`src/rtl/fifo_push_arbiter.sv`:
```
// fifo_push_arbiter: round-robin owner of the byte FIFO push port.
// Picks one of NUM_REQ producers, then walks the FIFO's fixed
// push / write / advance handshake while holding the word on fifo_data.
module fifo_push_arbiter #(
    parameter  int DATA_WIDTH = 8,
    parameter  int NUM_REQ    = 4,
    parameter  int CNT_WIDTH  = 16,
    localparam int ID_W       = $clog2(NUM_REQ)
) (
    input  logic                          clock,
    input  logic                          reset,
    input  logic [NUM_REQ-1:0]            req,
    input  logic [NUM_REQ*DATA_WIDTH-1:0] req_data,
    output logic [NUM_REQ-1:0]            ack,
    output logic                          fifo_push,
    output logic [DATA_WIDTH-1:0]         fifo_data,
    input  logic                          fifo_full,
    input  logic                          fifo_busy,
    output logic [ID_W-1:0]               grant_id,
    output logic                          active,
    output logic [CNT_WIDTH-1:0]          push_count
);

    typedef enum logic [1:0] {IDLE, ISSUE, WRITE, ADVANCE} state_t;

    state_t                             state, state_nxt;
    logic [ID_W-1:0]                    ptr, ptr_nxt, win_id, cand;
    logic                               win_found, grant;
    logic [NUM_REQ-1:0][DATA_WIDTH-1:0] req_word;
    int                                 idx;

    // Same bit layout as the flat bus: word i sits at [i*DATA_WIDTH +: DATA_WIDTH].
    assign req_word = req_data;

    // Rotating priority search: scan downwards so the lowest offset from ptr wins.
    always_comb begin
        win_found = 1'b0;
        win_id    = '0;
        idx       = 0;
        cand      = '0;
        for (int k = NUM_REQ - 1; k >= 0; k--) begin
            idx = int'(ptr) + k;
            if (idx >= NUM_REQ) idx = idx - NUM_REQ;
            cand = ID_W'(idx);
            if (req[cand]) begin
                win_found = 1'b1;
                win_id    = cand;
            end
        end
        if (int'(win_id) == NUM_REQ - 1) ptr_nxt = '0;
        else                             ptr_nxt = win_id + ID_W'(1);
    end

    // Full/busy are only honoured in IDLE; nobody else can push, so full
    // cannot newly rise once the handshake has started.
    assign grant = (state == IDLE) && win_found && !fifo_full && !fifo_busy;

    // Next-state: the handshake is a fixed walk once a grant is taken.
    always_comb begin
        state_nxt = state;
        unique case (state)
            IDLE:    if (grant) state_nxt = ISSUE;
            ISSUE:   state_nxt = WRITE;
            WRITE:   state_nxt = ADVANCE;
            ADVANCE: state_nxt = IDLE;
            default: state_nxt = IDLE;
        endcase
    end

    // State register; active is registered from the next state so it lines up with it.
    always_ff @(posedge clock or negedge reset) begin
        if (!reset) begin
            state  <= IDLE;
            active <= 1'b0;
        end else begin
            state  <= state_nxt;
            active <= (state_nxt != IDLE);
        end
    end

    // Grant-edge outputs: ack/push pulse for one cycle, data held until the next grant.
    always_ff @(posedge clock or negedge reset) begin
        if (!reset) begin
            ptr        <= '0;
            ack        <= '0;
            fifo_push  <= 1'b0;
            fifo_data  <= '0;
            grant_id   <= '0;
            push_count <= '0;
        end else begin
            ack       <= '0;
            fifo_push <= 1'b0;
            if (grant) begin
                ack        <= NUM_REQ'(1) << win_id;
                fifo_push  <= 1'b1;
                fifo_data  <= req_word[win_id];
                grant_id   <= win_id;
                ptr        <= ptr_nxt;
                push_count <= push_count + CNT_WIDTH'(1);
            end
        end
    end

endmodule
```
`config.mk`:
```
export PLATFORM = sky130hd
export DESIGN_NAME = fifo_push_arbiter
export DESIGN_NICKNAME = d
export VERILOG_FILES = /design/src/rtl/fifo_push_arbiter.sv
export SDC_FILE = /design/constraint.sdc
export NUM_CORES = 1
export LEC_CHECK = 0
export ABC_AREA = 1
export CORE_MARGIN = 8
export CORE_UTILIZATION = 42
export DETAILED_ROUTE_END_ITERATION = 12
export GPL_TIMING_DRIVEN = 0
export PLACE_DENSITY_LB_ADDON = 0.3
export SYNTH_ARGS = -nofsm -noshare
export SYNTH_HDL_FRONTEND = slang
export SYNTH_SLANG_ARGS = --single-unit
```
`constraint.sdc`:
```
create_clock -name clock -period 1.8 [get_ports clock]
set_input_delay 0.36 -clock clock [delete_from_list [all_inputs] [get_ports clock]]
set_output_delay 0.36 -clock clock [all_outputs]
set_load 0.01 [all_outputs]
```
* Word-level counts from Yosys, hierarchy flattened
Index checks and enable logic that the tools add are counted.
** Word-level totals
- Flip-flop bits (word level) :: 36
- Input port bits :: 40
- Output and inout port bits :: 32
- Logic and storage cells :: 65
** Cells by class
- Add/subtract/negate cells :: 9
- Magnitude comparators :: 9
- Equal/unequal tests :: 4
- Shift-type cells :: 1
- Multiplexer cells :: 27
- Reductions and logical operators :: 7
** Operator list (number)
- 2-bit two-way mux :: 10
- 16-bit by 1-bit adder with 16-bit output, second input constant :: 1
- 8-bit binary-select mux with 2-bit select :: 1
- 2-bit by 3-bit less-than comparator with 1-bit output, second input constant :: 5
- 3-bit >= comparator, second input constant :: 3
- 1-bit two-way mux :: 9
- 1-bit binary-select mux with 2-bit select :: 4
- 8-bit two-way mux :: 1
- 2-bit one-hot mux with 4 select lines :: 1
- 2-bit by 1-bit subtractor with 2-bit output, second input constant :: 4
- 2-bit by 2-bit adder with 3-bit output, second input constant :: 2
- 2-bit by 1-bit equality test with 1-bit output, second input constant :: 2
- 2-bit equality test, second input constant :: 2
- 4-bit two-way mux :: 1
- 1-bit by 2-bit left shift with 4-bit output, first input constant :: 1
- 2-bit by 1-bit adder with 3-bit output, second input constant :: 1
- 2-bit by 3-bit >= comparator with 1-bit output, second input constant :: 1
- 1-bit logical AND :: 3
- 2-bit by 1-bit adder with 2-bit output, second input constant :: 1
- 1-bit zero test :: 2
- 2-bit zero test :: 1
- 2-bit nonzero test :: 1

* Depth between registers and ports, before layout
- Depth after elaboration :: 15
- Gate-level depth with buffers :: 15
- Gate-level depth less buffers :: 14

* Worst setup path after synthesis
No wires, ideal clock.
- Path type :: register to register
- Start :: register ptr[0]
- End :: register ptr[1]
- Setup time :: 123 ps
- Arrival :: 1684 ps
- Required time :: 1677 ps
- Path slack :: -6 ps
- Stages on the path, launching flop included :: 15
- Path buffers :: 1
- Period minus slack after synthesis :: 1806 ps
- Cell sequence :: dfrtp_1 > inv_2 > nand2_1 > nand2_2 > nand2_4 > nand2_4 > nand2_2 > nand2_1 > nand2_2 > nand2_4 > buf_6 > inv_1 > ha_1 > nand2_1 > o21ai_1
** Between the ends
- Elaborated cells between the ends (all ways) :: 37
- Classes of those cells :: add/sub (8); order compare (4); eq/ne (1); mux (21); reduce/logical (3)
** RTL lines
- start: declaration :: line 27 : logic [ID_W-1:0] ptr, ptr_nxt, win_id, cand;
- start signal: assignment :: line 98 : ptr <= ptr_nxt;
- 2-bit by 2-bit adder with 3-bit output :: line 42 : idx = int'(ptr) + k;
- 3-bit >= comparator / 2-bit by 1-bit subtractor with 2-bit output (equally long branches) :: line 43 : if (idx >= NUM_REQ) idx = idx - NUM_REQ;
- 2-bit two-way mux :: line 43
- 1-bit binary-select mux with 2-bit select :: line 45 : if (req[cand]) begin
- 1-bit two-way mux (not written as such) :: line 45
- 2-bit two-way mux (3 in a row) :: line 45
- 2-bit two-way mux * :: line 45
- net win_id[0] :: line 27
- 2-bit by 1-bit adder with 2-bit output / 2-bit by 1-bit equality test with 1-bit output (equally long branches) :: line 51, 50
- 2-bit two-way mux * :: line 50 : if (int'(win_id) == NUM_REQ - 1) ptr_nxt = '0;
- net ptr_nxt[1] :: line 27
The timed path passes the listed nets; every way through them passes the cells marked *. The select of a mux whose other input is x is not followed.
A chain may end at the register's enable or synchronous reset.

* Worst setup path in the final report
- Start :: register ptr[1]
- End :: register fifo_data[4]
** Between the ends
- Cells in the longest elaborated chain, start to end :: 12
- Elaborated cells between the ends (all ways) :: 36
- Classes of those cells :: add/sub (7); order compare (4); mux (22); reduce/logical (3)
** RTL lines
- branches (longest 12 deep; another with 2-bit by 2-bit adder with 3-bit output)
- end signal: assignment :: line 96 : fifo_data <= req_word[win_id];
- end: declaration :: line 16 : output logic [DATA_WIDTH-1:0] fifo_data,
Several ways; the timed one is not identified. The select of a mux whose other input is x is not followed.

==> run_results.csv <==
group,metric,value,unit
clock_network,cts.sinks,36,
final_layout,fillers,417,
final_layout,layout.cells.non_filler,450,
sta,setup_viol,14,
logic_synthesis,synth_edf_count,0,
worst_setup_path,path_cells,"inv_2, nand2_1, nand2_2, nand2_2, nand2_4, nand2_4, nand2_2, nand2_2, nand2_4, buf_6, buf_6, nand2_2, nand3_2, nand2_2, nand2_1, nand2_1",
logic_synthesis,avgSynthCellArea,7.62,µm²
pwr,ir_worst_vdd,1.57,mV
grt,grt_max_degree,37,
worst_setup_path,critPathRequiredTime,1.98,ns
worst_setup_path,start_kind,"register",
floorplanning,fp.dieW,88.1,µm
grt,grt_pass1_vias,2150,
hold_path,holdCritPathClass,"input pin to asynchronous set/reset pin",
sta,fmax,0.516,GHz
floorplanning,start_util,0.431,
logic_synthesis,synth_area_leaders,"dfrtp_1 (41%), nand2_1 (14%), inv_1 (8.9%)",
drt,drtIter0Drc,58,
placement,place_congestion,0.837,
clock_network,cts_tree,"done",
final_layout,drive_gt1_frac,0.276,
sta,worst_pin_slew,0.781,ns
drt,wirelength,6.16,mm
floorplanning,chipHeight,88.1,µm
run,drv_cap,0,
final_layout,fin_util,0.686,
sta,hold_viol_final,0,
outcome,status,"complete, but fails checks",
worst_setup_path,r2r_start,"ptr[1]",
sta,layout_setup_ws,-0.139,ns
drt,routed-via-count,2149,
logic_synthesis,netlist_instances,287,
grt,grt.total_usage,0.155,
placement,dpl.cell_count,428,
logic_synthesis,syn-cell-area,2190,µm²
floorplanning,rows,26,
worst_setup_path,worst_ep_arrival_time,2.12,ns
logic_synthesis,synth_fp_nets,335,
clock_network,clk_pin_slew,0.07,ns
floorplanning,io_pins,72,
sta,rsz0062_at_grt,"true",
worst_setup_path,cp_num_buf_inv,3,
logic_synthesis,synth_top_cell_by_area,"dfrtp_1",
worst_setup_path,critPathMostFrequentCell,"nand2_2",
sta,max-slew-margin-rel,0.479,
clock_network,h-tree-depth,2,
worst_setup_path,crit_fanout,5,
logic_synthesis,synth-async-reset-ratio,1.00,
final_layout,area_delta_synth_final,59.3,%
clock_network,clockBufferDepth,2,
sta,tns,-1.10,ns
outcome,violations,"negative setup slack",
worst_setup_path,path_delay_family,"simple AND/OR/NAND/NOR gates",
drt,drtPass1Iterations,4,
worst_setup_path,ff2ff_path_depth,16,
floorplanning,core,5070,µm²
clock_network,cts_root_buffer,"clkbuf_8",
clock_network,clock_latency,0.29,ns
clock_network,cts_hold_buf,0,
placement,dp_hpwl,4.23,mm
final_layout,fin_nets,427,
worst_setup_path,slowest_delay,0.44,ns
sta,fin_skew,0.00977,ns
pwr,p_leak,1.74,nW
worst_setup_path,cp-end-kind,"register",
floorplanning,die_area,7770,µm²
sta,period_share,1.08,
sta,period_needed,1.94,ns
pwr,power.density,1740,nW/µm²
drt,ant_nets,0,
worst_setup_path,r2r_slack,-0.14,ns
logic_synthesis,synth_top_area_frac,0.412,
logic_synthesis,ys_ff_latch,36,
drt,avgRoutedWirePerCell,13.7,µm
final_layout,antennaDiodeCount,0,
grt,antenna_found_initial,0,
worst_setup_path,r2r_end,"fifo_data[4]",
worst_setup_path,cp.depth,16,
placement,portBuffers,71,
clock_network,cts_made_buffers,5,
logic_synthesis,dominantRegCellSynth,"dfrtp_1",
drt,route.detailed.drc,0,
logic_synthesis,ys_seq_area_frac,0.412,
logic_synthesis,ys_types,28,
worst_setup_path,crit_path_top_delay_cell,"dfrtp_1",
logic_synthesis,yosysWarningCount,0,
worst_setup_path,path_class,"register to register",
grt,overflow,0,
grt,grt_pass1_wl,9.50,mm
drt,post_drt_via_cell_ratio,4.78,
sta,maxSlewViolCount,0,
[how the worst max path moves through the flow]
stage	start	endpoint	slack, ns
after global placement	req[1]	ptr[1]	-0.41
after floorplan	ptr[0]	ptr[1]	0.0002
final	ptr[1]	fifo_data[4]	-0.14
after CTS	ptr[0]	ptr[1]	-0.02
after detailed placement	req[1]	ptr[1]	-0.46
after global routing	ptr[0]	fifo_data[4]	-0.25
[logic make-up after synthesis]
family | count (synthesis) | share of synthesized area
and+or+nand+nor | 156 | 0.328
buffers and inverters | 62 | 0.121
DFF | 36 | 0.412
xor gates and xnor gates | 15 | 0.0601
AOI/OAI and AO/OA | 10 | 0.0332
adders and majority gates | 8 | 0.0458
[layout by cell type (no fill, tap or decap), drive strengths merged]
cell,synthesis,layout
o211ai,2,2
clkbuf,0,7
nor3b,1,1
nand3,36,36
dfrtp,36,36
bufinv,0,1
xor2,7,7
clkinv,0,2
o21a,1,1
o21ai,6,6
nand2,91,91
ha,8,8
or2,2,2
dlygate4sd2,0,2
xnor2,8,8
buf,7,21
nor2,21,21
nor4,1,1
clkdlybuf4s50,0,68
inv,55,54
a31o,1,1
nand4,4,4
[flip-flops by register name (all words and copies together) (netlist names)]
name        flops
fifo_push       1
ack             4
ptr             2
grant_id        2
fifo_data       8
push_count     16
active          1
state           2
[power breakdown]
part	total (W)	internal, W	switching (W)
logic	0.00416	0.00193	0.00223
registers	0.00120	0.00103	0.000175
clock network	0.000690	0.000411	0.000279
[layer usage]
metal,vias to the layer above,track usage,share of wire
li1,1060,-,-
met1,999,0.165,0.39
met2,77,0.281,0.51
met3,13,0.0553,0.087
met4,0,0.0384,0.015
met5,-,0,0
[synth_stat cells, types with 2 or more instances]
master / number
nand2_4: 3
inv_2: 2
nand2_1: 79
dfrtp_1: 36
ha_1: 8
inv_1: 52
o211ai_1: 2
buf_6: 2
nand2_2: 9
nand4_1: 4
or2_1: 2
xor2_1: 7
buf_4: 3
buf_2: 2
nor2_1: 19
xnor2_1: 8
nand3_2: 2
nand3_1: 34
o21ai_1: 4
[area by class of cell]
class | instances | area (µm²) | area share
plain buffers | 7 | 72.6 | 0.0208
clock inverters | 2 | 35.0 | 0.0101
flip-flops and latches | 36 | 902 | 0.259
inverters | 55 | 221 | 0.0636
multi-input cells | 189 | 1250 | 0.359
clock buffers | 6 | 72.6 | 0.0208
well taps | 70 | 87.6 | 0.0252
repair buffers | 85 | 840 | 0.241
[what timing repair did]
action,CTS,global route
setup buffers,8,5
cloned,0,1
pin swaps,4,27
resized for setup,14,67
setup endpoints to repair,24,28
[stage by stage]
step | total power (W) | worst slack, ns | hold WS (ns) | area [µm²]
2_1_floorplan | 0.00310 | 0.000153 | 0.0644 | 2190
3_3_place_gp | 0.00388 | -0.415 | 0.460 | 2990
3_5_place_dp | 0.00395 | -0.462 | 0.464 | 2980
4_1_cts | 0.00513 | -0.0220 | 0.162 | 3200
5_1_grt | 0.00652 | -0.246 | 0.204 | 3480
6_report | 0.00606 | -0.139 | 0.153 | 3480
No activity file was read; power rests on OpenSTA's default activity.
